## src/rtl/rgb_pwm_fader.sv

```systemverilog
// RGB PWM output stage: accepts a target colour and fades per-channel levels toward it, one LSB
// per step. Define RGB_FADER_GAMMA_EN for a square-law duty curve; the default build is linear.
module rgb_pwm_fader #(
    parameter int unsigned PWM_BITS      = 8,
    parameter int unsigned STEP_INTERVAL = 47000
) (
    input  logic                clk,
    input  logic                rst,
    input  logic                color_valid,
    output logic                color_ready,
    input  logic [PWM_BITS-1:0] color_r,
    input  logic [PWM_BITS-1:0] color_g,
    input  logic [PWM_BITS-1:0] color_b,
    output logic                fade_done,
    output logic                RGB_R,
    output logic                RGB_G,
    output logic                RGB_B
);

    localparam int unsigned StepW = (STEP_INTERVAL > 1) ? $clog2(STEP_INTERVAL) : 1;
    localparam logic [StepW-1:0] StepLast = StepW'(STEP_INTERVAL - 1);

    typedef enum logic [0:0] {
        StIdle,
        StFading
    } state_e;

    state_e              state_q, state_d;
    logic [PWM_BITS-1:0] level_r_q, level_g_q, level_b_q;
    logic [PWM_BITS-1:0] level_r_d, level_g_d, level_b_d;
    logic [PWM_BITS-1:0] target_r_q, target_g_q, target_b_q;
    logic [PWM_BITS-1:0] target_r_d, target_g_d, target_b_d;
    logic [StepW-1:0]    step_cnt_q, step_cnt_d;
    logic [PWM_BITS-1:0] pwm_cnt_q;
    logic                fade_done_q, fade_done_d;
    logic [PWM_BITS-1:0] duty_r, duty_g, duty_b;
    logic                accept;
    logic                step_tick;

    // Only ever moves one LSB toward the target, so levels can never wrap.
    function automatic logic [PWM_BITS-1:0] step_toward(input logic [PWM_BITS-1:0] lvl,
                                                        input logic [PWM_BITS-1:0] tgt);
        logic [PWM_BITS-1:0] res;
        res = lvl;
        if (lvl < tgt) begin
            res = lvl + PWM_BITS'(1);
        end else if (lvl > tgt) begin
            res = lvl - PWM_BITS'(1);
        end
        return res;
    endfunction

`ifdef RGB_FADER_GAMMA_EN
    function automatic logic [PWM_BITS-1:0] gamma(input logic [PWM_BITS-1:0] lvl);
        logic [2*PWM_BITS-1:0] wide;
        logic [2*PWM_BITS-1:0] sq;
        wide = {{PWM_BITS{1'b0}}, lvl};
        sq   = wide * wide;
        return PWM_BITS'(sq >> PWM_BITS);
    endfunction

    assign duty_r = gamma(level_r_q);
    assign duty_g = gamma(level_g_q);
    assign duty_b = gamma(level_b_q);
`else
    assign duty_r = level_r_q;
    assign duty_g = level_g_q;
    assign duty_b = level_b_q;
`endif

    assign color_ready = (state_q == StIdle) && !rst;
    assign accept      = color_valid && color_ready;
    assign step_tick   = (state_q == StFading) && (step_cnt_q == StepLast);
    assign fade_done   = fade_done_q;

    always_comb begin
        state_d     = state_q;
        level_r_d   = level_r_q;
        level_g_d   = level_g_q;
        level_b_d   = level_b_q;
        target_r_d  = target_r_q;
        target_g_d  = target_g_q;
        target_b_d  = target_b_q;
        step_cnt_d  = step_cnt_q;
        fade_done_d = 1'b0;

        unique case (state_q)
            StIdle: begin
                step_cnt_d = '0;
                if (accept) begin
                    target_r_d = color_r;
                    target_g_d = color_g;
                    target_b_d = color_b;
                    if ((color_r == level_r_q) && (color_g == level_g_q) &&
                        (color_b == level_b_q)) begin
                        fade_done_d = 1'b1;
                    end else begin
                        state_d = StFading;
                    end
                end
            end
            StFading: begin
                if (step_tick) begin
                    step_cnt_d = '0;
                    level_r_d  = step_toward(level_r_q, target_r_q);
                    level_g_d  = step_toward(level_g_q, target_g_q);
                    level_b_d  = step_toward(level_b_q, target_b_q);
                    if ((level_r_d == target_r_q) && (level_g_d == target_g_q) &&
                        (level_b_d == target_b_q)) begin
                        state_d     = StIdle;
                        fade_done_d = 1'b1;
                    end
                end else begin
                    step_cnt_d = step_cnt_q + StepW'(1);
                end
            end
            default: state_d = StIdle;
        endcase
    end

    always_ff @(posedge clk) begin
        if (rst) begin
            state_q     <= StIdle;
            level_r_q   <= '0;
            level_g_q   <= '0;
            level_b_q   <= '0;
            target_r_q  <= '0;
            target_g_q  <= '0;
            target_b_q  <= '0;
            step_cnt_q  <= '0;
            pwm_cnt_q   <= '0;
            fade_done_q <= 1'b0;
            RGB_R       <= 1'b1;
            RGB_G       <= 1'b1;
            RGB_B       <= 1'b1;
        end else begin
            state_q     <= state_d;
            level_r_q   <= level_r_d;
            level_g_q   <= level_g_d;
            level_b_q   <= level_b_d;
            target_r_q  <= target_r_d;
            target_g_q  <= target_g_d;
            target_b_q  <= target_b_d;
            step_cnt_q  <= step_cnt_d;
            pwm_cnt_q   <= pwm_cnt_q + PWM_BITS'(1);
            fade_done_q <= fade_done_d;
            // Pins are active-low: lit while the counter is below the duty value.
            RGB_R       <= !(pwm_cnt_q < duty_r);
            RGB_G       <= !(pwm_cnt_q < duty_g);
            RGB_B       <= !(pwm_cnt_q < duty_b);
        end
    end

endmodule
```

## config.mk

```make
export PLATFORM = sky130hd
export DESIGN_NAME = rgb_pwm_fader
export DESIGN_NICKNAME = d
export VERILOG_FILES = /design/src/rtl/rgb_pwm_fader.sv
export SDC_FILE = /design/constraint.sdc
export NUM_CORES = 1
export LEC_CHECK = 0
export ABC_AREA = 1
export CAP_MARGIN = 20
export CORE_MARGIN = 5
export CORE_UTILIZATION = 55
export CTS_CLUSTER_SIZE = 25
export DETAILED_ROUTE_END_ITERATION = 8
export GPL_TIMING_DRIVEN = 0
export HOLD_SLACK_MARGIN = 0.05
export PLACE_DENSITY_LB_ADDON = 0.08
export SLEW_MARGIN = 30
export SYNTH_ARGS = -nofsm -noshare
export SYNTH_HDL_FRONTEND = slang
export SYNTH_SLANG_ARGS = --single-unit
```

## constraint.sdc

```tcl
create_clock -name clk -period 2.1 [get_ports clk]
set_clock_uncertainty 0.05 [all_clocks]
set_input_delay 0.42 -clock clk [delete_from_list [all_inputs] [get_ports clk]]
set_output_delay 0.42 -clock clk [all_outputs]
set_load 0.005 [all_outputs]
```

# Word level (Yosys, flattened, before mapping)

Cells that the tools add are included.

Output and inout port bits: 5
Flip-flop bits (word level): 77

Bitwise logic cells: 1
Muxes and demuxes: 24
Magnitude comparators: 9
$add $sub $neg: 8
Eq/ne operators: 7
Reductions and logical operators: 13

Operator list:

| operator                                                            | count |
|---|---|
| 8-bit 2-to-1 mux                                                    | 12 |
| 8-bit == test                                                       | 6 |
| 8-bit < comparator                                                  | 6 |
| 8-bit by 1-bit adder with 8-bit output (second input constant)      | 4 |
| 16-bit one-hot mux with 2 select lines                              | 1 |
| 8-bit > comparator                                                  | 3 |
| 8-bit by 1-bit subtractor with 8-bit output (second input constant) | 3 |
| 16-bit by 1-bit adder with 16-bit output (second input constant)    | 1 |
| 16-bit == test (second input constant)                              | 1 |
| 16-bit 2-to-1 mux                                                   | 1 |
| 1-bit 2-to-1 mux                                                    | 8 |
| 1-bit logical AND                                                   | 7 |
| 1-bit zero test                                                     | 4 |
| 1-bit one-hot mux with 2 select lines                               | 2 |
| 2-bit AND reduction                                                 | 2 |
| 1-bit inverter                                                      | 1 |

# Depth between registers and ports, before layout

Gate-level depths: netlist of run 1.

Depth after elaboration: 11
Depth in mapped cells: 23
Gate-level depth less buffers: 22

# Worst setup path after synthesis of run 1

Ideal clock, no wire load.

Kind: flip-flop to flip-flop
Start: reg level_b_q[0] (netlist: duty_b[0])
End: reg state_q
Setup slack: -0.057 ns
Arrival: 1.994 ns
Path buffers: 2
Stages on the path, launching flop included: 23
Path through: dfxtp_1 -> buf_2 -> inv_1 -> ha_1 -> inv_1 -> nand2_1 -> nand2_1 -> nand2_1 -> nand2_1 -> nand2_2 -> nand2_4 -> buf_6 -> nand2_2 -> nand3_1 -> nand2_1 -> nand2_1 -> nand2_1 -> a21oi_1 -> nand3_1 -> nor2_1 -> nand2_1 -> nand2_1 -> nand2_1

Longest elaborated chain between the ends: 10
Elaborated cells between the ends (all ways): 17
Classes of those cells: add/sub: 2; order compare: 2; eq/ne: 2; mux: 9; reduce/logical: 2

Ends and longest elaborated chain:

| element                                                                                  | line   | source |
|---|---|---|
| from (decl)                                                                              | 29     | `logic [PWM_BITS-1:0] level_r_q, level_g_q, level_b_q;` |
| from (signal assigned)                                                                   | 140    | `level_b_q <= level_b_d;` |
| 8-bit by 1-bit subtractor with 8-bit output / 8-bit > comparator (equally long branches) | 48, 47 |  |
| 8-bit 2-to-1 mux                                                                         | 47     | `end else if (lvl > tgt) begin` |
| 8-bit 2-to-1 mux                                                                         | 45     | `if (lvl < tgt) begin` |
| 8-bit 2-to-1 mux                                                                         | 103    | `if (step_tick) begin` |
| 8-bit 2-to-1 mux                                                                         | 87     | `unique case (state_q)` |
| 8-bit == test                                                                            | 109    | `(level_b_d == target_b_q)) begin` |
| 1-bit logical AND                                                                        | 108    | `if ((level_r_d == target_r_q) && (level_g_d == target_g_q) &&` |
| 1-bit 2-to-1 mux                                                                         | 108    |  |
| 1-bit 2-to-1 mux                                                                         | 103    |  |
| 1-bit one-hot mux with 2 select lines (*)                                                | 87     |  |
| to (signal assigned)                                                                     | 123    | `state_q <= StIdle;` |
| to (signal assigned)                                                                     | 137    | `state_q <= state_d;` |
| to (decl)                                                                                | 28     | `state_e state_q, state_d;` |

Mark *: on every way between the ends. The rest lies on a longest branch, timed or not. The select of a mux whose other input is x is not followed.
A chain may end at the register's enable or synchronous reset.

# Final worst setup path of run 1

Start: reg target_r_q[7]
End: reg fade_done_q (netlist: fade_done)

Longest elaborated chain between the ends: 11
Elaborated cells between the ends (all ways): 12
Classes of those cells: order compare: 2; eq/ne: 1; mux: 7; reduce/logical: 2

Ends and longest elaborated chain:

| element                                   | line | source |
|---|---|---|
| from (decl)                               | 31   | `logic [PWM_BITS-1:0] target_r_q, target_g_q, target_b_q;` |
| from (signal assigned)                    | 141  | `target_r_q <= target_r_d;` |
| 8-bit > comparator                        | 47   |  |
| 8-bit 2-to-1 mux                          | 47   |  |
| 8-bit 2-to-1 mux                          | 45   |  |
| 8-bit 2-to-1 mux                          | 103  |  |
| 8-bit 2-to-1 mux                          | 87   |  |
| 8-bit == test (*)                         | 108  |  |
| 1-bit logical AND (*) (2 in series)       | 108  |  |
| 1-bit 2-to-1 mux (*)                      | 108  |  |
| 1-bit 2-to-1 mux (*)                      | 103  |  |
| 1-bit one-hot mux with 2 select lines (*) | 87   |  |
| to (signal assigned)                      | 146  | `fade_done_q <= fade_done_d;` |
| to (decl)                                 | 35   | `logic fade_done_q, fade_done_d;` |

Marks and branches as above.

==> impl_metrics.toml, run 1 <==
[status]
status = "finished, violations left"
violations = "negative setup slack"

[timing]
post-route-period-util_pct = 113
fin_crit_ns = 2.38
slew_viol_final = 0
rsz0062_at_grt = "yes"
max_slew_margin_pct = 47.5
worst_slack_ns = -0.281
fmax_mhz = 420
worst_slew_pin_slew_ns = 0.787
setup_viol = 7
finalHoldViolCount = 0

[clock_network]
cts_max_level = 3
cts_root_buf = "clkbuf_8"
hold_buffers = 0
tritoncts = "built"
clock_sinks = 77
clk_path_buf_depth = 2
clock_latency_ns = 0.38
cts_inserted_buffers = 9
clk_pin_slew_ns = 0.10

[final_layout]
post-route-util_pct = 77.1
final_area_mm2 = 0.00803
drive_above_1_share_pct = 33.9
final_cell_mix = "173 x nand2_1, 94 x inv_1, 79 x nand3_1"
diodes = 0
syn2layout_area_growth_pct = 35.9
layout.cells.non_filler = 1139
mostFrequentLayoutCell = "nand2_1"
fin_nets = 1078

[critical_path]
endpoint = "fade_done"
worstSetupPathDepth = 15
r2r_setup_slack_ns = -0.28
cp.buffers_inverters = 2
critPathArrivalTime_ns = 2.64
cp.required_ns = 2.36
cp_cell_sequence = "inv_2 -> ha_4 -> a21o_1 -> nor2_4 -> buf_6 -> nand3_1 -> nand2_1 -> nand2_1 -> nand3_2 -> nand2_1 -> nor2_1 -> nand3_1 -> nor2_1 -> nand2_1 -> a21oi_2"
end_kind = "register"
worstSetupPathType = "reg -> reg"
critPathMaxFanout = 7
start_kind = "register"
cpPeakStageDelay_ns = 0.35
crit_path_top_delay_cell = "dfxtp_2"
cp-startpoint = "target_r_q[7]"
r2r_end = "fade_done"
rr_worst_depth = 15
r2r-start = "target_r_q[7]"
cpMostUsedCell = "nand2_1"
crit_family = "simple AND/OR/NAND/NOR gates"

[min_path]
hp-class = "reg -> reg"

[yosys]
avgSynthCellArea_um2 = 6.55
ys_top_cells_by_area = "dfxtp_1 26%, nand2_1 15%, ha_1 11%"
synth_top_area_share_pct = 26.1
synth.distinct_cells = 38
synth_fp_nets = 982
synth_cells = 902
ys_seq_area_share_pct = 26.1
syn-cell-area_mm2 = 0.00591
synth_largest_area_cell = "dfxtp_1"
synth-seq-cells = 77
ys.warnings.count = 0

[floorplan]
start_util_pct = 56.7
core_area_mm2 = 0.0104
die_w_um = 114
ios = 32
die-area_mm2 = 0.0129
placementRows = 37
die_y_um = 114

[global_route]
met1_usage_pct = 39.7
grt_usage_pct = 31.3
grt_max_degree = 16
use_met2_pct = 51.9
grt_pass1_vias = 6368
top_usage_layer = "met2"
grt_pass1_wl_um = 32200
grt_use_met3_pct = 5.68
antenna_found_initial = 0
grt_overflow = 0

[placement]
placed_area_mm2 = 0.00642
preCtsSetupSlack_ns = -0.521
hpwl_um = 13800
dp.cells = 1068
place_congestion = 0.998
numPortBuffers = 30

[detailed_routing]
wl_per_cell_um = 18.5
num_vias = 6735
detail-route-antenna-nets = 0
drt_wl_total_um = 21000
detail_route.vias_per_cell = 5.91
drc = 0
dr.pass1.iters = 8
drt-initial-drc-count = 747

[power_and_ir_drop]
vdd_drop_max_v = 0.000402
p_per_area_mw_per_mm2 = 545
p_clk_share_pct = 25.4
pwr-share-seq_pct = 35.3
p_int_w = 0.00262
switching_share_pct = 40.1
p_leak_nw = 3.54
p_comb_share_pct = 39.3
p_switching_w = 0.00176
finalPower_w = 0.00438

[run]
drv_cap = 0
[cells by family (layout without fill, tap and decap cells)]
group	count (synthesis)	count (layout)	synth area share [%]
adders and majority gates	53	53	11.2
AOI/OAI and AO/OA	125	125	12.5
buffers and inverters	145	246	9.67
and+or+nand+nor	483	483	37.7
xor gates and xnor gates	19	19	2.82
DFF	77	77	26.1
[cells in the mapped netlist, drive strengths merged]
master and count:
xor2 4, a21o 6, or2 8, o31ai 25, nand3 117, o211ai 8, o21bai 3, nor2 63
nor4 7, a21oi 51, inv 121, o21ai 32, clkbuf 17, buf 7, nand4 15, nand3b 4
nand2 249, nor3b 4, xnor2 15, dfxtp 77, nor3 15, ha 53, and2 1
[power by group through the flow]
stage | Clock [W] | Sequential (W) | Combinational, W
after floorplan | 0 | 0.00157 | 0.000820
after global placement | 0 | 0.00158 | 0.00112
after detailed placement | 0 | 0.00158 | 0.00115
after CTS | 0.00110 | 0.00155 | 0.00145
after global routing | 0.00118 | 0.00155 | 0.00184
final | 0.00111 | 0.00155 | 0.00172
[flip-flops by register name, indices dropped and copies added, names as in the netlist]
register	flops
duty_r	8
target_r_q	8
state_q	1
pwm_cnt_q	8
step_cnt_q	16
RGB_G	1
duty_b	8
target_b_q	8
RGB_B	1
target_g_q	8
RGB_R	1
fade_done	1
duty_g	8
[how the worst min path moves through the flow]
stage	start	to	slack, ns	cells past startpoint
2_1_floorplan	step_cnt_q[0]	step_cnt_q[0]	0.37	1
3_3_place_gp	step_cnt_q[0]	step_cnt_q[0]	0.38	1
3_5_place_dp	step_cnt_q[0]	step_cnt_q[0]	0.39	1
4_1_cts	step_cnt_q[0]	step_cnt_q[0]	0.37	1
5_1_grt	step_cnt_q[13]	step_cnt_q[13]	0.45	1
6_report	step_cnt_q[13]	step_cnt_q[13]	0.42	1
[what timing repair did]
action,4_1_cts,5_1_grt
cloned,2,1
resized for setup,150,145
setup buffers,38,17
pin swaps,59,74
endpoints found under the setup margin,42,48
[routing by layer]
metal	share of wire [%]	vias to the layer above	wire length [um]
met1	41	3141	8610
met4	3.4	0	722
met2	47	353	9940
met3	8.4	69	1780
met5	0	-	0
li1	-	3172	-
[area by class of cell]
class	instances	area [um^2]
Buffer	24	163
Clock buffer	9	124
Clock inverter	7	56.3
Fill cell	752	2380
Inverter	121	480
Multi-Input combinational cell	680	4640
Sequential cell	77	1630
Tap cell	136	170
Timing Repair Buffer	85	776
[stage by stage]
step           TNS, ns  hold slack (ns)
3_3_place_gp    -14.04            0.378
3_5_place_dp    -17.36            0.388
5_1_grt          -1.72            0.448
4_1_cts         -0.800            0.372
2_1_floorplan        0            0.368
6_report        -0.698            0.423
Power figures use the tool's default switching activity.
==> inputs of run 2 (changes only) <==
RECOVER_POWER = 25   (was not set)
REMOVE_ABC_BUFFERS = 1   (was not set)
clock period = 2.7 ns   (was 2.1 ns; I/O delays follow)
==> impl_metrics.toml, run 2 (synthesis results as in run 1) <==
[min_path]
hp-class = "reg -> reg"
whs_path_depth = 1
min_to = "step_cnt_q[13]"
hp-start = "step_cnt_q[13]"

[final_layout]
top_register = "step_cnt_q"
nFillCells = 955
diodes = 0
mostFrequentLayoutCell = "nand2_1"
syn2layout_area_growth_pct = 16.2
drive_above_1_share_pct = 12.8
largest_register_ffs = 16
final_cell_mix = "225 x nand2_1, 117 x inv_1, 108 x nand3_1"
fin_nets = 1023

[placement]
place_congestion = 0.955
numPortBuffers = 31
hpwl_um = 12100
preCtsSetupSlack_ns = -0.294

[critical_path]
r2r_end = "fade_done"
critPathArrivalTime_ns = 2.75
rr_worst_depth = 19
r2r-start = "target_g_q[3]"
critPathMaxFanout = 8
cp.required_ns = 2.96
crit_path_top_delay_cell = "dfxtp_1"
r2r_setup_slack_ns = 0.21
start_kind = "register"
end_kind = "register"
crit_family = "simple AND/OR/NAND/NOR gates"
cp_cell_sequence = "inv_1 -> ha_1 -> nand2_1 -> inv_1 -> nand2_1 -> nand2_1 -> nand2_4 -> nand2_2 -> nand3b_1 -> nand2_1 -> nand2_1 -> nand2_1 -> nand2_1 -> nand2_1 -> nor2_1 -> nand2_1 -> nor2_1 -> nand2_1 -> a21oi_2"
cp.buffers_inverters = 2
cpPeakStageDelay_ns = 0.37
cpMostUsedCell = "nand2_1"
worstSetupPathType = "reg -> reg"

[power_and_ir_drop]
vdd_drop_max_v = 0.000246
finalPower_w = 0.00308
p_per_area_mw_per_mm2 = 448
p_leak_nw = 3.18

[clock_network]
cts_root_buf = "clkbuf_8"
cts_inserted_buffers = 9
clk_pin_slew_ns = 0.09
clock_sinks = 77
tritoncts = "built"
clk_path_buf_depth = 2
hold_buffers = 0
cts_max_level = 3
clock_latency_ns = 0.39

[floorplan]
core_area_mm2 = 0.0104
die-area_mm2 = 0.0129
start_util_pct = 56.7
die_y_um = 114
placementRows = 37
ios = 32
die_w_um = 114

[global_route]
antenna_found_initial = 0
grt_max_degree = 27
grt_pass1_wl_um = 26700
grt_overflow = 0
grt_pass1_vias = 5669
grt_usage_pct = 25.5

[timing]
max_slew_margin_pct = 51.4
fmax_mhz = 402
worst_slack_ns = 0.210
fin_crit_ns = 2.49
post-route-period-util_pct = 92.2
finalHoldViolCount = 0
setup-tns-final_ns = 0
worst_slew_pin_slew_ns = 0.728
setup_viol = 0
slew_viol_final = 0

[detailed_routing]
drc = 0
drt_wl_total_um = 16300
wl_per_cell_um = 15.1
drt-initial-drc-count = 434
dr.pass1.iters = 5
detail_route.vias_per_cell = 5.62
detail-route-antenna-nets = 0
num_vias = 6090

[run]
drv_cap = 0

[status]
status = "completed"
-- run 2: final cells by class --
| class | instances | area (um^2) | area share (%) |
|---|---|---|---|
| timing repair buffer | 52 | 507 | 7.38 |
| tap | 136 | 170 | 2.48 |
| sequential | 77 | 1560 | 22.8 |
| clock inverter | 6 | 71.3 | 1.04 |
| clock buffer | 10 | 128 | 1.86 |
| inverter | 121 | 460 | 6.70 |
| multi-input combinational | 682 | 3970 | 57.8 |
-- run 2: worst register-to-register path, delay by kind of cell, from the launching register on --
| family | cells | cell delay [ns] |
|---|---|---|
| simple gates | 15 | 1.36 |
| flops | 1 | 0.37 |
| fa+ha+maj | 1 | 0.32 |
| buf+inv | 2 | 0.16 |
| compound gates | 1 | 0.16 |
-- run 2: layer usage --
layer / global-route usage, % / vias to the layer above / wire length, um
li1: - / 3070 / -
met1: 33.4 / 2807 / 7290
met2: 42.6 / 176 / 7760
met3: 2.86 / 37 / 873
met4: 10.5 / 0 / 429
met5: 0 / - / 0
-- run 2: metrics by stage --
stage / hold WS (ns) / cell area (um^2) / instances / util (%)
after global placement: 0.377 / 6270 / 1045 / 60.2
after global routing: 0.421 / 6870 / 1084 / 65.9
after CTS: 0.409 / 6560 / 1068 / 62.9
after floorplan: 0.368 / 5790 / 878 / -
after detailed placement: 0.390 / 6350 / 1051 / 60.9
final: 0.412 / 6870 / 1084 / 65.9
-- run 2: report_power, final --
part	switching, W	internal, W	total [W]
sequential	0.0000319	0.00117	0.00121
combinational	0.000611	0.000332	0.000943
clock	0.000496	0.000434	0.000930
total	0.00114	0.00194	0.00308
-- run 2: worst max path at each step --
stage,start,depth (start not counted),to,slack [ns]
floorplan,rst,3,fade_done,-1.23
global placement,rst,4,fade_done,-5.06
CTS,duty_b[0],19,fade_done,0.04
detailed placement,step_cnt_q[0],11,step_cnt_q[13],-0.29
finish,target_g_q[3],19,fade_done,0.21
global route,duty_b[0],21,state_q,-0.06
-- run 2: timing repair --
item	CTS	global route
cloned	0	2
buffers inserted	1	14
gates resized for setup	1	59
pin swaps	1	10
endpoints found under the setup margin	17	2
==> inputs of run 3 (changes only) <==
PLACE_DENSITY = 0.71   (was not set)
PLACE_DENSITY_LB_ADDON = not set   (was 0.08)
==> impl_metrics.toml, run 3 (synthesis results as in run 1) <==
[status]
status = "completed"

[floorplan]
core_area_mm2 = 0.0104
ios = 32
die_w_um = 114
placementRows = 37
die-area_mm2 = 0.0129
die_y_um = 114
start_util_pct = 56.7

[global_route]
grt_max_degree = 27
grt_usage_pct = 24.5
grt_overflow = 0
antenna_found_initial = 0
grt_pass1_vias = 5390
grt_pass1_wl_um = 25600

[clock_network]
cts_inserted_buffers = 9
clock_sinks = 77
cts_root_buf = "clkbuf_8"
clk_path_buf_depth = 2
clk_pin_slew_ns = 0.09
tritoncts = "built"
cts_max_level = 3
clock_latency_ns = 0.38

[final_layout]
fin_nets = 1022
largest_register_ffs = 16
drive_above_1_share_pct = 10.6
diodes = 0
syn2layout_area_growth_pct = 14.5
final_cell_mix = "232 x nand2_1, 118 x inv_1, 111 x nand3_1"
top_register = "step_cnt_q"
post-route-util_pct = 65.0
mostFrequentLayoutCell = "nand2_1"
nFillCells = 979

[detailed_routing]
drc = 0
drt-initial-drc-count = 443
dr.pass1.iters = 5
wl_per_cell_um = 14.7
num_vias = 5937
detail-route-antenna-nets = 0
drt_wl_total_um = 15900
detail_route.vias_per_cell = 5.48

[timing]
setup_viol = 0
rsz0062_at_grt = "yes"
finalHoldViolCount = 0
slew_viol_final = 0
post-route-period-util_pct = 93.3
max_slew_margin_pct = 51.5
fmax_mhz = 397
fin_crit_ns = 2.52
hold_slack_ns = 0.409
setup-tns-final_ns = 0
worst_slew_pin_slew_ns = 0.727

[placement]
hpwl_um = 11800
numPortBuffers = 31
place_congestion = 0.926

[critical_path]
critPathArrivalTime_ns = 2.75
cpPeakStageDelay_ns = 0.37
cp_cell_sequence = "inv_1 -> ha_1 -> nand2_1 -> inv_1 -> nand2_1 -> nand2_1 -> nand2_4 -> nand2_8 -> nand2_2 -> nand2_1 -> nand2_1 -> nand2_1 -> nand2_1 -> nand2_1 -> a21oi_2 -> nand3_1 -> nor2_1 -> nand2_1 -> nand2_1 -> nand2_1"
worstSetupPathType = "reg -> reg"
crit_path_top_delay_cell = "dfxtp_1"
end_kind = "register"
start_kind = "register"
cpMostUsedCell = "nand2_1"
critPathMaxFanout = 9
cp.required_ns = 2.93

[power_and_ir_drop]
p_leak_nw = 3.17
vdd_drop_max_v = 0.000340
p_per_area_mw_per_mm2 = 453

[run]
drv_cap = 0

[min_path]
hp-class = "reg -> reg"
## run 3: report_power, final
group,switching [W],internal [W]
clock network,0.000500,0.000440
registers,0.0000307,0.00117
logic,0.000594,0.000326
total,0.00112,0.00194
## run 3: metal layers
layer  share of wire (%)  track usage, %  wire, um
met5                   0               0         0
met4                 2.3            9.05       361
met3                 5.9            3.71       940
met2                  46            40.6      7340
met1                  46            32.4      7240
## run 3: stage by stage
stage	cell area, um^2	cells	total power, W	worst slack [ns]
finish	6770	1083	0.00306	0.182
CTS	6560	1068	0.00302	0.0132
global placement	6270	1045	0.00205	-5.05
floorplan	5790	878	0.00182	-1.23
detailed placement	6350	1051	0.00207	-0.174
global route	6770	1083	0.00326	-0.0215
## run 3: timing repair
item	CTS	global route
setup buffers	1	14
pin swaps	1	4
cloned	0	1
hold buffers	0	0
resized for setup	1	32
setup endpoints to repair	5	2
endpoints found under the hold margin	0	0
## run 3: cell type report
cell class / count / area, um^2 / share of cell area (%)
clock buffer: 9 / 124 / 1.83
clock inverter: 7 / 80.1 / 1.18
inverter: 121 / 458 / 6.77
multi-input combinational: 681 / 3880 / 57.3
sequential: 77 / 1560 / 23.1
tap: 136 / 170 / 2.51
timing repair buffer: 52 / 493 / 7.29
## run 3: critical path: cells and delay by family, from the launching register on
kind	cells	cell delay [ns]
simple gates	16	1.33
buf+inv	2	0.15
compound gates	1	0.18
flops	1	0.37
fa+ha+maj	1	0.32
## run 3: final timing paths
path	startpoint	endpoint	slack, ns	depth (start not counted)
max	target_b_q[3]	state_q	0.18	20
min	step_cnt_q[0]	step_cnt_q[0]	0.41	1
max reg2reg	target_b_q[3]	state_q	0.18	20
min reg2reg	step_cnt_q[0]	step_cnt_q[0]	0.41	1
